File: config.mk
export PLATFORM = sky130hd
export DESIGN_NAME = adc_multislope_ctl
export DESIGN_NICKNAME = d
export VERILOG_FILES = /design/src/rtl/adc_multislope_ctl.sv
export SDC_FILE = /design/constraint.sdc
export NUM_CORES = 1
export LEC_CHECK = 0
export CAP_MARGIN = 0
export CORE_MARGIN = 2
export CORE_UTILIZATION = 35
export CTS_BUF_LIST = sky130_fd_sc_hd__clkbuf_4 sky130_fd_sc_hd__clkbuf_8
export DETAILED_ROUTE_END_ITERATION = 16
export HOLD_SLACK_MARGIN = 0.02
export PLACE_DENSITY = 0.62
export SYNTH_ARGS = -nofsm -noshare
export SYNTH_HDL_FRONTEND = slang
export SYNTH_SLANG_ARGS = --single-unit
File: constraint.sdc
create_clock -name clk -period 4.7 [get_ports clk]
set_input_delay 1.175 -clock clk [delete_from_list [all_inputs] [get_ports clk]]
set_output_delay 1.175 -clock clk [all_outputs]
set_load 0.005 [all_outputs]
File: src/rtl/adc_multislope_ctl.sv
// Multislope run-up ADC sequencer: integrator reset, run-up modulated signal
// integrate, run-down, then latches the clock counts for readback.
module adc_multislope_ctl #(
    parameter int unsigned RUNUP_PERIOD    = 20,
    parameter int unsigned RUNDOWN_TIMEOUT = 100000,
    parameter int unsigned CNT_W           = 24
) (
    input  logic             clk,
    input  logic             reset_n,
    input  logic             trig_i,
    input  logic [31:0]      p_clk_count_aperture,
    input  logic [CNT_W-1:0] p_clk_count_reset,
    input  logic             cmpr_i,
    output logic [3:0]       refmux_o,
    output logic             cmpr_latch_o,
    output logic             busy_o,
    output logic             measure_valid_o,
    output logic             timeout_o,
    output logic [CNT_W-1:0] count_pos_o,
    output logic [CNT_W-1:0] count_neg_o,
    output logic [CNT_W-1:0] count_rd_o,
    output logic [31:0]      count_sig_o
);

    localparam int unsigned      PER_W    = (RUNUP_PERIOD > 1) ? $clog2(RUNUP_PERIOD) : 1;
    localparam logic [PER_W-1:0] PER_LAST = PER_W'(RUNUP_PERIOD - 1);
    localparam logic [CNT_W-1:0] RD_MAX   = CNT_W'(RUNDOWN_TIMEOUT);

    localparam logic [3:0] MUX_NONE = 4'b0000;
    localparam logic [3:0] MUX_POS  = 4'b0001;
    localparam logic [3:0] MUX_NEG  = 4'b0010;
    localparam logic [3:0] MUX_RST  = 4'b0100;

    typedef enum logic [2:0] {S_IDLE, S_RST, S_SIG, S_RD, S_DONE} state_t;

    state_t           r_state, w_state;
    logic [3:0]       r_refmux, w_refmux;
    logic             r_latch, w_latch;
    logic             r_busy, w_busy;
    logic             r_valid, w_valid;
    logic             r_timeout, w_timeout;
    logic [CNT_W-1:0] r_rst_cnt, w_rst_cnt;
    logic [PER_W-1:0] r_per, w_per;
    logic [CNT_W-1:0] r_pos, w_pos;
    logic [CNT_W-1:0] r_neg, w_neg;
    logic [CNT_W-1:0] r_rd, w_rd;
    logic [31:0]      r_sig, w_sig;
    logic             r_dir, w_dir;
    logic [CNT_W-1:0] r_out_pos, w_out_pos;
    logic [CNT_W-1:0] r_out_neg, w_out_neg;
    logic [CNT_W-1:0] r_out_rd, w_out_rd;
    logic [31:0]      r_out_sig, w_out_sig;
    logic [1:0]       r_sync;

    logic             w_cmpr_s;
    logic             w_start;
    logic [CNT_W-1:0] w_rst_len;
    logic [31:0]      w_ap_len;
    logic [CNT_W-1:0] w_rd_inc;
    logic [31:0]      w_sig_inc;

    function automatic logic [CNT_W-1:0] sat_cnt(input logic [CNT_W-1:0] v);
        return (&v) ? v : v + CNT_W'(1);
    endfunction

    function automatic logic [31:0] sat_sig(input logic [31:0] v);
        return (&v) ? v : v + 32'd1;
    endfunction

    assign w_cmpr_s  = r_sync[1];
    assign w_rst_len = (p_clk_count_reset == '0) ? CNT_W'(1) : p_clk_count_reset;
    assign w_ap_len  = (p_clk_count_aperture == 32'd0) ? 32'd1 : p_clk_count_aperture;
    assign w_rd_inc  = sat_cnt(r_rd);
    assign w_sig_inc = sat_sig(r_sig);

    always_ff @(posedge clk) begin
        if (!reset_n) begin
            r_state   <= S_IDLE;
            r_refmux  <= MUX_RST;
            r_latch   <= 1'b1;
            r_busy    <= 1'b0;
            r_valid   <= 1'b0;
            r_timeout <= 1'b0;
            r_rst_cnt <= '0;
            r_per     <= '0;
            r_pos     <= '0;
            r_neg     <= '0;
            r_rd      <= '0;
            r_sig     <= '0;
            r_dir     <= 1'b0;
            r_out_pos <= '0;
            r_out_neg <= '0;
            r_out_rd  <= '0;
            r_out_sig <= '0;
            r_sync    <= '0;
        end else begin
            r_state   <= w_state;
            r_refmux  <= w_refmux;
            r_latch   <= w_latch;
            r_busy    <= w_busy;
            r_valid   <= w_valid;
            r_timeout <= w_timeout;
            r_rst_cnt <= w_rst_cnt;
            r_per     <= w_per;
            r_pos     <= w_pos;
            r_neg     <= w_neg;
            r_rd      <= w_rd;
            r_sig     <= w_sig;
            r_dir     <= w_dir;
            r_out_pos <= w_out_pos;
            r_out_neg <= w_out_neg;
            r_out_rd  <= w_out_rd;
            r_out_sig <= w_out_sig;
            r_sync    <= {r_sync[0], cmpr_i};
        end
    end

    // Next-state and next-output logic; outputs take effect on the edge entering a state.
    always_comb begin
        w_state   = r_state;
        w_refmux  = r_refmux;
        w_latch   = r_latch;
        w_busy    = r_busy;
        w_valid   = 1'b0;
        w_timeout = r_timeout;
        w_rst_cnt = r_rst_cnt;
        w_per     = r_per;
        w_pos     = r_pos;
        w_neg     = r_neg;
        w_rd      = r_rd;
        w_sig     = r_sig;
        w_dir     = r_dir;
        w_out_pos = r_out_pos;
        w_out_neg = r_out_neg;
        w_out_rd  = r_out_rd;
        w_out_sig = r_out_sig;
        w_start   = 1'b0;

        case (r_state)
            S_IDLE: begin
                w_refmux = MUX_RST;
                w_latch  = 1'b1;
                w_busy   = 1'b0;
                if (trig_i) begin
                    w_state   = S_RST;
                    w_busy    = 1'b1;
                    w_rst_cnt = CNT_W'(1);
                    w_pos     = '0;
                    w_neg     = '0;
                    w_rd      = '0;
                    w_sig     = '0;
                end
            end
            S_RST: begin
                if (r_rst_cnt >= w_rst_len) begin
                    w_state = S_SIG;
                    w_latch = 1'b0;
                    w_start = 1'b1;
                end else begin
                    w_rst_cnt = sat_cnt(r_rst_cnt);
                end
            end
            S_SIG: begin
                w_sig = w_sig_inc;
                if (r_per == PER_LAST) begin
                    if (w_sig_inc >= w_ap_len) begin
                        w_state  = S_RD;
                        w_dir    = w_cmpr_s;
                        w_refmux = w_cmpr_s ? MUX_NEG : MUX_POS;
                        w_rd     = '0;
                    end else begin
                        w_start = 1'b1;
                    end
                end else begin
                    w_per = r_per + PER_W'(1);
                end
            end
            S_RD: begin
                w_rd = w_rd_inc;
                if ((w_cmpr_s != r_dir) || (w_rd_inc >= RD_MAX)) begin
                    w_state   = S_DONE;
                    w_refmux  = MUX_NONE;
                    w_latch   = 1'b1;
                    w_valid   = 1'b1;
                    w_timeout = (w_rd_inc >= RD_MAX);
                    w_out_pos = r_pos;
                    w_out_neg = r_neg;
                    w_out_rd  = w_rd_inc;
                    w_out_sig = r_sig;
                end
            end
            S_DONE: begin
                w_state  = S_IDLE;
                w_refmux = MUX_RST;
                w_latch  = 1'b1;
                w_busy   = 1'b0;
            end
            default: begin
                w_state = S_IDLE;
            end
        endcase

        // Period boundary: the synchronized comparator picks the reference for the whole period.
        if (w_start) begin
            w_per = '0;
            if (w_cmpr_s) begin
                w_refmux = MUX_NEG;
                w_neg    = sat_cnt(r_neg);
            end else begin
                w_refmux = MUX_POS;
                w_pos    = sat_cnt(r_pos);
            end
        end
    end

    assign refmux_o        = r_refmux;
    assign cmpr_latch_o    = r_latch;
    assign busy_o          = r_busy;
    assign measure_valid_o = r_valid;
    assign timeout_o       = r_timeout;
    assign count_pos_o     = r_out_pos;
    assign count_neg_o     = r_out_neg;
    assign count_rd_o      = r_out_rd;
    assign count_sig_o     = r_out_sig;

endmodule

==> results list, run 1 <==
* Outcome: finished, final reports clean
- Number of DRC markers after the initial detailed-route iteration: 952
- After floorplanning, the core was divided into between 70 and 80 placement rows.
* Number of antenna-violating nets in the routed design: 0
* Post-CTS clock slew at the launch and capture registers of the worst setup and hold paths: 0.06 ns
- Met3 wirelength from detailed routing: 2330 µm
* Top layer used by detailed routing: met4
- Required time of the critical path: around 5.2 ns
- Global Route Usage Sum: 20.2%
- #FFs+latches synth: 250
* Largest fanout on the critical path: 26
- Summing the areas of all compound-gate instances in the mapped netlist gives 21.1% of the synthesized area.
- Measured in cells, the most critical reg-to-reg path has a length of 19.
* Fraction of the mapped netlist area in adder cells: under 10%
* Top post-synthesis cells by area: dfxtp_1 (35%), nand3_1 (6.0%), nand2_1 (5.7%)
- Ranking of synthesized cells by instance count: dfxtp_1 (250), nand2_1 (213), nand3_1 (170)
- Share of the clock period used by the worst path after layout: between 90% and 100%
* Inserted Clock Buffers: 43
- CTS root buffer: clkbuf_8
* End of the worst register-to-register path: r_pos[1]
* Fraction of layout instances using a drive strength above 1: between 10% and 20%
* Total Routed Length: about 43000 µm
- STA classifies the critical path endpoint as a register.
- The initial utilization of the core area, before any placement, comes to between 30% and 40%.
* Sum of negative setup slack: 0 ns
- In this run the most critical hold path is launched from r_sync[0].
- Routability-driven placement finished with a final weighted congestion of between 0.8 and 0.9.
- Worst R2R Setup Slack: around 0.22 ns
* Post-Syn Nets: slightly below 2000
* Number of cells produced by synthesis: ~1800
- Met2 layer wire length in the routed design: between 20000 and 25000 µm
- In the routed layout, each cell is associated on average with a via count of 5.52.
- P_leak: ~6.5 nW
* Post-route core utilization: between 40% and 50%
* CTS tree: yes
* Slew Viols, Final: 0
* Setup repair after global routing missed its margin: false
- Growth of design area from synthesis to finish: 25.9%
* Number of clock sinks seen by CTS: 250
* Fraction of registers with async set/reset: 0%
- Wire length of the first global-routing pass: ~70000 µm
- Horizontal die dimension: roughly 200 µm
- Hold Vio Cnt, Final: 0
- For this block, the via count after detailed routing is ~14000.
* IO Count: approximately 170
- Wire per inst: 16.7 µm
* Startpoint Class: register
- The number of antenna diodes in the final layout is 0.
- Counting stages on the worst path, the most repeated cell is buf_4.
- For the final database, setup skew stands at about 0.031 ns.
- Total Die Area: between 40000 and 50000 µm²
- The startpoint identified for the worst register-to-register timing path is r_sig[6].
- Initial antenna violation count: 0
- Number of synthesized flops with an enable pin: 0
- Via count of the first global-routing pass: between 10000 and 15000
- Path category of the worst min-delay check: reg2reg
* Clock period minus worst slack: between 4 and 5 ns
* Actual transition at the worst max-transition pin: between 1 and 1.5 ns
* Layout net count: 2134
- The critical path is of the reg2reg type.
* Mean post-synth cell area: about 7.7 µm²
- Synthesized area: roughly 14000 µm²
- Relative slew slack: a little under a quarter
* Area share of the largest cell type after synthesis: ~35%
- The H-tree was split into 2 levels.
- Proportion of synthesized chip area in sequential cells: between 30% and 40%
* Remaining global-route overflow: 0
* Slowest CP cell: or4_1
* Destination of the worst hold path: r_sync[1]
- Detailed placement finished with a half-perimeter wire length of ~30000 µm.
- For this run, design rule violations remaining after detail routing come to 0.
- Post-Route M1 WL: approximately 19000 µm
* Final Setup Violations: 0
* Warnings from Yosys: 0
* Number of buffer cells added on primary ports: 170
* Largest area contributor in the netlist: dfxtp_1
* CP max stage delay: around 0.50 ns
- By area, the combinational part of the netlist is dominated by simple AND/OR/NAND/NOR gates.
* Post-synthesis share of cell area spent on xor and xnor gates: approximately 3.9%
- Max capacitance violation total: 0
- At the worst endpoint, the arrival time is about 5.0 ns.
* Clock insertion delay at the later pin of the skew report: between 0.5 and 0.6 ns
- Peak clock frequency supported by timing: roughly 0.22 GHz
- Worst setup slack after placement: -0.413 ns
- Worst setup slack after layout: 0.221 ns
- Multiplexer area fraction after synthesis: less than 1%
- Primary flip-flop cell chosen by synthesis mapping: dfxtp_1
* Largest net degree at the start of global routing: ~120
* Worst-case vdd ir drop: 0.143 mV
- Cell chain of the critical path: and4_1 > nand4_1 > buf_4 > nor4_4 > or4_4 > nor3_2 > buf_4 > and3_1 > xor2_1 > ha_1 > nand4_1 > o31a_1 > a41oi_1 > buf_4 > or3_4 > o21a_1 > buf_12 > or4_1 > nand3_1
- Power density relative to cell area: 249 nW/µm²
- Of the total synthesized cell area, the portion taken by AND, OR, NAND and NOR gates is 26.7%.
* Clk buf depth: 3
- In this run, distinct cell masters in the synthesized netlist total 73.
* Die height: roughly 200 µm
- Counting instances, the worst hold path has a depth of 1.
- Placeable core region: between 30000 and 40000 µm²
* Pre-Repair DR Iteration Count: 5
- Most common cell in the netlist: dfxtp_1
## worst max-delay path: cells and delay by family (launching register included)
| family | cells | cell delay, ns |
|---|---|---|
| AND/OR/NAND/NOR | 10 | 2.46 |
| AO/OA/AOI/OAI | 3 | 0.41 |
| XOR/XNOR | 1 | 0.22 |
| flip-flops | 1 | 0.33 |
| adder cells (fa/ha/maj) | 1 | 0.28 |
| buffers and inverters | 4 | 0.72 |
## layout by cell type (no fill, tap or decap), drive strengths merged, types with 31 or more instances in the layout
master and n:
nor3 44, nand3 171, nor2 93, or3 31, a21oi 95, clkbuf 68, buf 112, xnor2 33
clkdlybuf4s50 169, dfxtp 250, and3 31, ha 62, nand4 59, nand2 213, o21ai 169, inv 84
## what timing repair did
| action | CTS | global route |
|---|---|---|
| buffers inserted | 0 | 1 |
| endpoints found under the setup margin | 33 | 77 |
| hold buffers | 0 | 0 |
| gates resized for setup | 1 | 14 |
| pin swaps | 0 | 1 |
## flip-flops by register name (all words and copies together) (netlist names)
name,cells
refmux_o,3
count_neg_o,24
r_sync,2
r_sig,32
count_sig_o,32
r_dir,1
measure_valid_o,1
r_rd,24
r_rst_cnt,24
timeout_o,1
count_rd_o,24
cmpr_latch_o,1
count_pos_o,24
busy_o,1
r_neg,24
r_pos,24
r_state,3
r_per,5
## metal layers
metal | vias to the layer above | GRT usage [%]
met5 | - | 0
met4 | 0 | 6.11
met3 | 81 | 3.91
met2 | 352 | 34.0
met1 | 6706 | 26.1
li1 | 7023 | -
## cell type report
cell class / instances / area [µm²]
Sequential cell: 250 / 5000
Timing Repair Buffer: 281 / 2610
Clock inverter: 6 / 37.5
Clock buffer: 68 / 848
Inverter: 84 / 315
Fill cell: 3933 / 22000
Tap cell: 525 / 657
Multi-Input combinational cell: 1352 / 8290
## logic make-up (layout without fill, tap and decap cells)
| kind of cell | Yosys count | in the layout |
|---|---|---|
| muxes | 12 | 12 |
| and+or+nand+nor | 750 | 750 |
| DFF | 250 | 250 |
| adders and majority gates | 62 | 62 |
| other | 1 | 1 |
| buffers and inverters | 219 | 439 |
| AOI/OAI and AO/OA | 465 | 465 |
| xor gates and xnor gates | 62 | 62 |
## metrics by stage
stage / power [mW] / hold WS, ns / instances / instance area (µm²)
2_1_floorplan: 2.29 / 0.412 / 1821 / 14100
3_3_place_gp: 2.42 / 0.416 / 2491 / 16800
3_5_place_dp: 2.43 / 0.418 / 2491 / 16800
4_1_cts: 4.49 / 0.431 / 2565 / 17700
5_1_grt: 4.61 / 0.454 / 2566 / 17800
6_report: 4.43 / 0.430 / 2566 / 17800
## power breakdown
group / switching (mW) / internal (mW) / total (mW) / leakage, nW
clock: 0.910 / 1.14 / 2.05 / 0.465
combinational: 0.147 / 0.103 / 0.250 / 3.99
sequential: 0.00581 / 2.12 / 2.13 / 2.01
## worst max path at each step
stage                                   from         to  slack (ns)  cells after the start
floorplan                           r_sig[3]  r_neg[18]        0.33                     18
global placement    p_clk_count_aperture[25]   r_pos[1]       -0.31                     14
detailed placement  p_clk_count_aperture[25]    r_rd[0]       -0.41                     15
CTS                                 r_sig[1]    r_rd[5]        0.05                     16
global route                        r_sig[5]    r_rd[0]        0.04                     16
finish                              r_sig[6]   r_pos[1]        0.22                     19
No activity file was read; power rests on OpenSTA's default activity.
==> run 2: changes to the inputs <==
- PLACE_DENSITY: 0.62 -> not set
- PLACE_DENSITY_LB_ADDON: not set -> 0.15
==> run 2 against run 1 <==
Via count shrank 0.48%. Largest cell class unchanged. Fmax grew 0.20%. Die area is the same. Sequential share of layout area shrank 0.23 points. Final cell count grew 0.27%. Clock skew grew 0.013 ns. Critical endpoint is now r_neg[5].
==> results list, run 2 (synthesis gave the netlist of run 1 again) <==
* Tot Pwr: 4.53 mW (+2.2%)
- Number of antenna-violating nets in the routed design: 0 (unchanged)
- The register-to-register path setup slack was 0.23 ns (about the same).
- The run finished with clean final reports.
- Critical R2R Launch: r_sig[0]
- Inserted Clock Buffers: 46 (+7.0%)
* Max Clock Skew: 0.0442 ns (+0.0134 ns)
- Number of clock sinks seen by CTS: 250 (unchanged)
* Global Route Usage Sum: 20.1% (-0.13 points)
* Layout net count: 2142 (+0.37%)
- In this run the critical register-to-register path is captured at r_neg[5].
- Cell-internal power: 3.44 mW (+2.1%)
- Max capacitance violation total: 0 (unchanged)
- The global-route track usage on met1 was 26.6% (+0.53 points).
* Most frequent cells in the layout: dfxtp_1 (250), nand2_1 (212), nand3_1 (170)
- Hold Vio Cnt, Final: 0 (unchanged)
- Fraction of layout instances using a drive strength above 1: 11.4% (+0.21 points)
- The starting DRC count in detailed routing was 803 (-16%).
* Kind of critical path: reg2reg
- Detail Placement HPWL: 30600 µm (+1.2%)
* Largest fanout on the critical path: 7 (-73%)
- The power density relative to cell area came to 253 nW/µm² (+1.4%).
- Met2 layer usage reported by global route: 33.2% (-0.76 points)
- Switching component of the power: 1.09 mW (+2.7%)
- CTS root buffer: clkbuf_8
- The combinational share of power was 5.2% (-0.4 points).
- The required time at the endpoint of the critical path is 5.21 ns (about the same).
- The wire length after detailed routing is 43100 µm (+0.50%).
- The signal on the critical path passes through ha_1 > nand2_2 > or3_4 > nor4_4 > buf_4 > nor4_1 > buf_4 > and3_1 > xor2_1 > ha_1 > nand4_1 > o31a_1 > a41oi_2 > buf_4 > or3_1 > o21ai_4 > buf_12 > buf_6 > buf_4 > a211o_1 > a31oi_1.
- The final cycle utilization of the critical path is 95.1% (-0.19 points).
* CTS tree: yes
- The via count of the first global-routing pass was 13300 (-1.2%).
- The startpoint identified for the worst hold timing path is r_sync[0].
- The worst hold path terminates at r_sync[1].
- The register clock-pin slew on the reported worst setup and hold paths was 0.06 ns (about the same).
- The wire length of the first global-routing pass was 69500 µm (-0.49%).
- Total Die Area: 41900 µm² (unchanged)
- The hold path depth came to 1 (unchanged).
- Path category of the worst min-delay check: reg2reg
* Kind of capture point of the worst setup path: register
* Vias per cell: 5.48 (-0.75%)
- Clock period minus worst slack: 4.47 ns (-0.00916 ns)
* CP max stage delay: 0.43 ns (-0.07 ns)
- Cell row count: 73 (unchanged)
- Die height: 205 µm (unchanged)
- The later-pin clock latency in the skew report was 0.59 ns (+0.02 ns).
* GRT Max-Usage Layer: met2
- Final hold slack: 0.432 ns (+0.00192 ns)
- The DRC violation count after routing was 0 (unchanged).
* Initial antenna violation count: 0 (unchanged)
- Share of total power in sequential cells: 47.1% (-1.0 points)
- The number of iterations in the first detailed-routing pass was 5 (unchanged).
- P_leak: 6.54 nW (+1.1%)
- Largest net degree at the start of global routing: 126 (+7.7%)
- The final number of max-transition violations is 0 (unchanged).
- The total I/O pin count came to 172 (unchanged).
* Arrival time at the worst endpoint: 4.98 ns (about the same)
* Final Setup Violations: 0 (unchanged)
- The total of buffers placed on input and output ports came to 170 (unchanged).
- Cell with the most instances on the worst path: buf_4
- The buffer levels on the longest clock path came to 3 (unchanged).
- Weighted congestion at the end of routability-driven global placement: 0.857 (about the same)
- Wire per inst: 16.8 µm (+0.22%)
- Actual transition at the worst max-transition pin: 1.11 ns (-0.0239 ns)
* Placeable core region: 39700 µm² (unchanged)
* Setup repair after global routing missed its margin: false
- The horizontal die dimension came to 205 µm (unchanged).
- The relative max-transition margin came to 25.4% (+1.6 points).
- The share of total power in the clock network is 47.7% (+1.4 points).
- Total number of H-tree levels: 2 (unchanged)
* Initial cell density of the core: 35.5% (unchanged)
* Detailed-route via count: 14100 (-0.48%)
* Growth of design area from synthesis to finish: 27.0%
- The cell family contributing the most delay on the critical path is simple AND/OR/NAND/NOR gates.
- Number of inserted diodes: 0 (unchanged)
* Buffers and inverters on the worst path: 6 (+2)
- For this design, the slowest cell found on the critical path is or3_4.
* Remaining global-route overflow: 0 (unchanged)
- Met3 usage: 3.83% (-0.080 points)
- Fraction of power spent switching nets: 24.1% (+0.098 points)
* Startpoint Class: register
- The maximum achievable frequency was 0.224 GHz (+0.20%).
- The worst reg-to-reg path cell count is 21 (+2).
* Most common cell after layout, fill and taps aside: dfxtp_1
- Worst-case vdd ir drop: 0.173 mV (+21%)
-- run 2: metrics by stage --
stage / instances / worst slack, ns / instance area (µm²) / util [%] / setup TNS (ns)
finish: 2573 / 0.230 / 17900 / 45.1 / 0
global route: 2573 / 0.00827 / 17900 / 45.1 / 0
CTS: 2571 / 0.0504 / 17800 / 44.9 / 0
detailed placement: 2495 / -0.316 / 16900 / 42.4 / -13.35
global placement: 2495 / -0.260 / 16900 / 42.4 / -9.30
floorplan: 1821 / 0.332 / 14100 / - / 0
-- run 2: cell type report --
class                      instances  area (µm²)
clock buffer                      69         862
clock inverter                     7        71.3
fill                            4030       21800
inverter                          84         317
multi-input combinational       1352        8280
sequential                       250        5000
tap                              525         657
timing repair buffer             286        2710
-- run 2: power groups by stage --
stage | combinational [mW] | sequential, mW | clock, mW
CTS | 0.239 | 2.13 | 2.22
floorplan | 0.119 | 2.17 | 0
detailed placement | 0.237 | 2.18 | 0
global placement | 0.236 | 2.18 | 0
finish | 0.237 | 2.13 | 2.16
global route | 0.262 | 2.13 | 2.31
-- run 2: worst register-to-register path: cells and delay by family, from the launching register on --
family,cells,cell delay [ns]
and+or+nand+nor,7,1.34
adders and majority gates,2,0.51
DFF,1,0.34
buffers and inverters,6,0.95
AOI/OAI and AO/OA,5,1.08
xor gates and xnor gates,1,0.16
-- run 2: worst max-delay path by stage --
| stage | end | startpoint | cells after the start | slack, ns |
|---|---|---|---|---|
| final | r_neg[5] | r_sig[0] | 21 | 0.23 |
| after global routing | r_pos[8] | r_sig[0] | 19 | 0.008 |
| after floorplan | r_neg[18] | r_sig[3] | 18 | 0.33 |
| after detailed placement | r_pos[10] | p_clk_count_aperture[24] | 14 | -0.32 |
| after global placement | r_pos[1] | p_clk_count_aperture[24] | 14 | -0.26 |
| after CTS | r_pos[10] | r_sig[6] | 18 | 0.05 |
-- run 2: timing repair --
action,4_1_cts,5_1_grt
setup buffers,0,2
resized for setup,3,11
hold buffers,0,0
endpoints found under the setup margin,78,60
pin swaps,0,2
-- run 2: per-layer routing --
metal	share of wire, %	vias up
met5	0	-
met4	2.0	0
li1	-	7041
met2	46	291
met1	46	6700
met3	5.3	62
==> run 3: changes to the inputs <==
- CELL_PAD_IN_SITES_DETAIL_PLACEMENT: not set -> 1
- CELL_PAD_IN_SITES_GLOBAL_PLACEMENT: not set -> 1
==> run 3 against run 2 <==
Utilization grew 0.19 points. Fmax down 2.5%. Sequential power hardly changed. Die area stayed put. Non-clock buffer count increased by 3. Power grew 3.7%. Flip-flop and latch count unchanged. Via count is 1.2% higher. Final cell count grew 0.31%. Critical path type unchanged. Critical endpoint is now r_pos[1]. Largest cell class unchanged.
==> results list, run 3 (synthesis gave the netlist of run 1 again) <==
* Pre-Repair DR Iteration Count: 5 (unchanged)
- The ratio of routed vias to standard cells was 5.53 (+0.92%).
- The effective utilization at floorplan came to 35.5% (unchanged).
- The via count of the first global-routing pass came to 14500 (+9.2%).
* Horizontal die dimension: 205 µm (unchanged)
- Die height: 205 µm (unchanged)
- The HPWL reported at the end of detailed placement came to 33500 µm (+9.6%).
- The final cycle utilization of the critical path was 97.6% (+2.5 points).
* Total Routed Length: 47700 µm (+11%)
- The starting DRC count in detailed routing came to 661 (-18%).
- Worst setup slack after layout: 0.114 ns (-0.116 ns)
- Non-Filler Instances: 2581 (+0.31%)
- Max capacitance violation total: 0 (unchanged)
- Slew Viols, Final: 0 (unchanged)
- CP delay by family, top: simple AND/OR/NAND/NOR gates
* Number of buffer cells added on primary ports: 170 (unchanged)
* Inserted Clock Buffers: 48 (+4.3%)
- The number of clock sinks seen by CTS came to 250 (unchanged).
- Placed cell count: 2497 (+0.080%)
- Largest fanout on the critical path: 25 (+18)
- Final hold slack: 0.455 ns (+0.0230 ns)
- The share of total power in sequential cells is 45.4% (-1.7 points).
- Most common cell after layout, fill and taps aside: dfxtp_1
- Growth of design area from synthesis to finish: 27.5%
- The required time at the endpoint of the critical path came to 5.26 ns (+0.05 ns).
- The area of the core region was 39700 µm² (unchanged).
* Fraction of layout instances using a drive strength above 1: 12.0% (+0.54 points)
- The internal power contribution is 3.55 mW (+3.4%).
- The worst reg-to-reg path cell count is 18 (-14%).
* Number of inserted diodes: 0 (unchanged)
- Cell row count: 73 (unchanged)
* Peak clock frequency supported by timing: 0.218 GHz (-2.5%)
- Kind of capture point of the worst setup path: register
- Initial antenna violation count: 0 (unchanged)
- Startpoint Class: register
- The combinational share of power is 5.4% (+0.2 points).
* Number of antenna-violating nets in the routed design: 0 (unchanged)
- Most frequent cells in the layout: dfxtp_1 (250), nand2_1 (213), nand3_1 (170)
- Buffers and inverters on the worst path: 4 (-2)
- The DRC violation count after routing is 0 (unchanged).
- Destination of the worst hold path: count_neg_o[0]
- The buffer levels on the longest clock path is 3 (unchanged).
* Kind of critical path: reg2reg
* Layout net count: 2147 (+0.23%)
- The number of filler cells placed in the layout is 4776 (+19%).
- Switching component of the power: 1.14 mW (+4.8%)
* Cell chain of the critical path: and4_1 > nand4_1 > buf_4 > nor4_4 > buf_4 > nor4_4 > nand2b_1 > buf_4 > nor2_1 > xor2_1 > ha_1 > a211oi_2 > a41oi_2 > or3_4 > o21a_1 > buf_12 > or4_1 > nand3_1
* CTS tree: yes
- P_leak: 6.59 nW (+0.76%)
- Clock insertion delay at the later pin of the skew report: 0.62 ns (+0.03 ns)
- The time the final worst path needs with I/O delays and setup came to 4.59 ns (+0.116 ns).
- Wire length of the first global-routing pass: 77200 µm (+11%)
- The worst hold path belongs to the class reg2reg.
- HP Start: count_neg_o[0]
- The cell area after placement came to 16900 µm² (about the same).
* Slowest CP cell: or4_1
* Weighted congestion at the end of routability-driven global placement: 0.828 (-3.4%)
* Worst-case vdd ir drop: 0.192 mV (+10%)
* Arrival time at the worst endpoint: 5.15 ns (+0.17 ns)
- The net switching fraction of the power came to 24.3% (+0.25 points).
- Clock network fraction of total power: 49.2% (+1.5 points)
- The register clock-pin slew on the reported worst setup and hold paths came to 0.06 ns (about the same).
* Critical R2R Launch: r_sig[6]
- Among the stages of the critical path, the cell type that occurs most often is buf_4.
- The full die area is 41900 µm² (unchanged).
- CP max stage delay: 0.51 ns (+0.08 ns)
- The register-to-register path setup slack is 0.11 ns (-0.12 ns).
- Post-layout instance area: 18000 µm² (+0.42%)
- The worst setup skew after layout came to 0.0283 ns (-0.0159 ns).
- The worst setup timing slack at the placement stage came to -0.555 ns (-0.239 ns).
- Post-route core utilization: 45.2% (+0.19 points)
- The power density relative to cell area was 261 nW/µm² (+3.3%).
- The pin count of the biggest net entering global routing was 163 (+29%).
- The endpoint identified for the worst register-to-register timing path is r_pos[1].
- The total I/O pin count was 172 (unchanged).
* Wire per inst: 18.5 µm (+10%)
- Final Setup Violations: 0 (unchanged)
- Remaining global-route overflow: 0 (unchanged)
- The number of H-tree levels was 2 (unchanged).
* Detailed-route via count: 14300 (+1.2%)
- Global Route Usage Sum: 22.6% (+2.5 points)
* Worst hold path cell count: 2 (+1)
- Hold Vio Cnt, Final: 0 (unchanged)
- The relative max-transition margin came to 28.5% (+3.0 points).
* CTS root buffer: clkbuf_8
- Outcome: finished, final reports clean
- Actual transition at the worst max-transition pin: 1.07 ns (-0.0453 ns)
run 3: cell count changes in the layout (fill, tap and decap cells not counted), moves of 2 or more:
cell        delta
buf_4          +8
clkbuf_8       +3
buf_12         -2
clkinvlp_4     -3
clkinv_2       +4
buf_6          -2
run 3: how the worst max path moves through the flow:
stage / startpoint / end / slack (ns) / cells past startpoint
finish: r_sig[6] / r_pos[1] / 0.11 / 18
global route: r_sig[6] / r_neg[16] / -0.02 / 19
floorplan: r_sig[3] / r_neg[18] / 0.33 / 18
detailed placement: p_clk_count_aperture[17] / r_rd[5] / -0.56 / 16
global placement: p_clk_count_aperture[17] / r_pos[1] / -0.42 / 15
CTS: r_sig[0] / r_pos[1] / 0.04 / 18
run 3: per-layer routing:
metal	up-vias	global-route usage, %	part of all wire, %
met5	-	0	0
met4	0	5.31	1.6
met3	50	3.67	3.3
met2	191	38.9	48
met1	6984	29.4	47
li1	7043	-	-
run 3: what timing repair did:
| item | in CTS | in global routing |
|---|---|---|
| buffers inserted | 0 | 3 |
| hold buffers | 0 | 0 |
| gates resized for setup | 2 | 13 |
| pin swaps | 0 | 1 |
| setup endpoints to repair | 7 | 78 |
run 3: tightest hold or removal path, delay by kind of cell (launching register included):
| kind | cells | cell delay [ns] |
|---|---|---|
| compound gates | 1 | 0.05 |
| simple gates | 1 | 0.06 |
| flops | 1 | 0.31 |
run 3: through the flow:
step	setup TNS, ns	total power [mW]
after global routing	-0.0772	4.90
after detailed placement	-36.43	2.43
after floorplan	0	2.29
final	0	4.70
after global placement	-26.82	2.43
after CTS	0	4.77
run 3: area by class of cell:
class / instances / area, µm² / share of cell area [%]
multi-input cells: 1352 / 8310 / 46.2
flip-flops and latches: 250 / 5000 / 27.8
repair buffers: 289 / 2700 / 15.0
clock buffers: 72 / 903 / 5.02
well taps: 525 / 657 / 3.65
inverters: 84 / 315 / 1.75
clock inverters: 9 / 95.1 / 0.529
run 3: power by group through the flow:
stage	registers, mW	logic [mW]	clock network, mW
floorplan	2.17	0.119	0
global placement	2.18	0.250	0
detailed placement	2.18	0.254	0
CTS	2.13	0.256	2.38
global route	2.13	0.281	2.49
finish	2.13	0.254	2.31
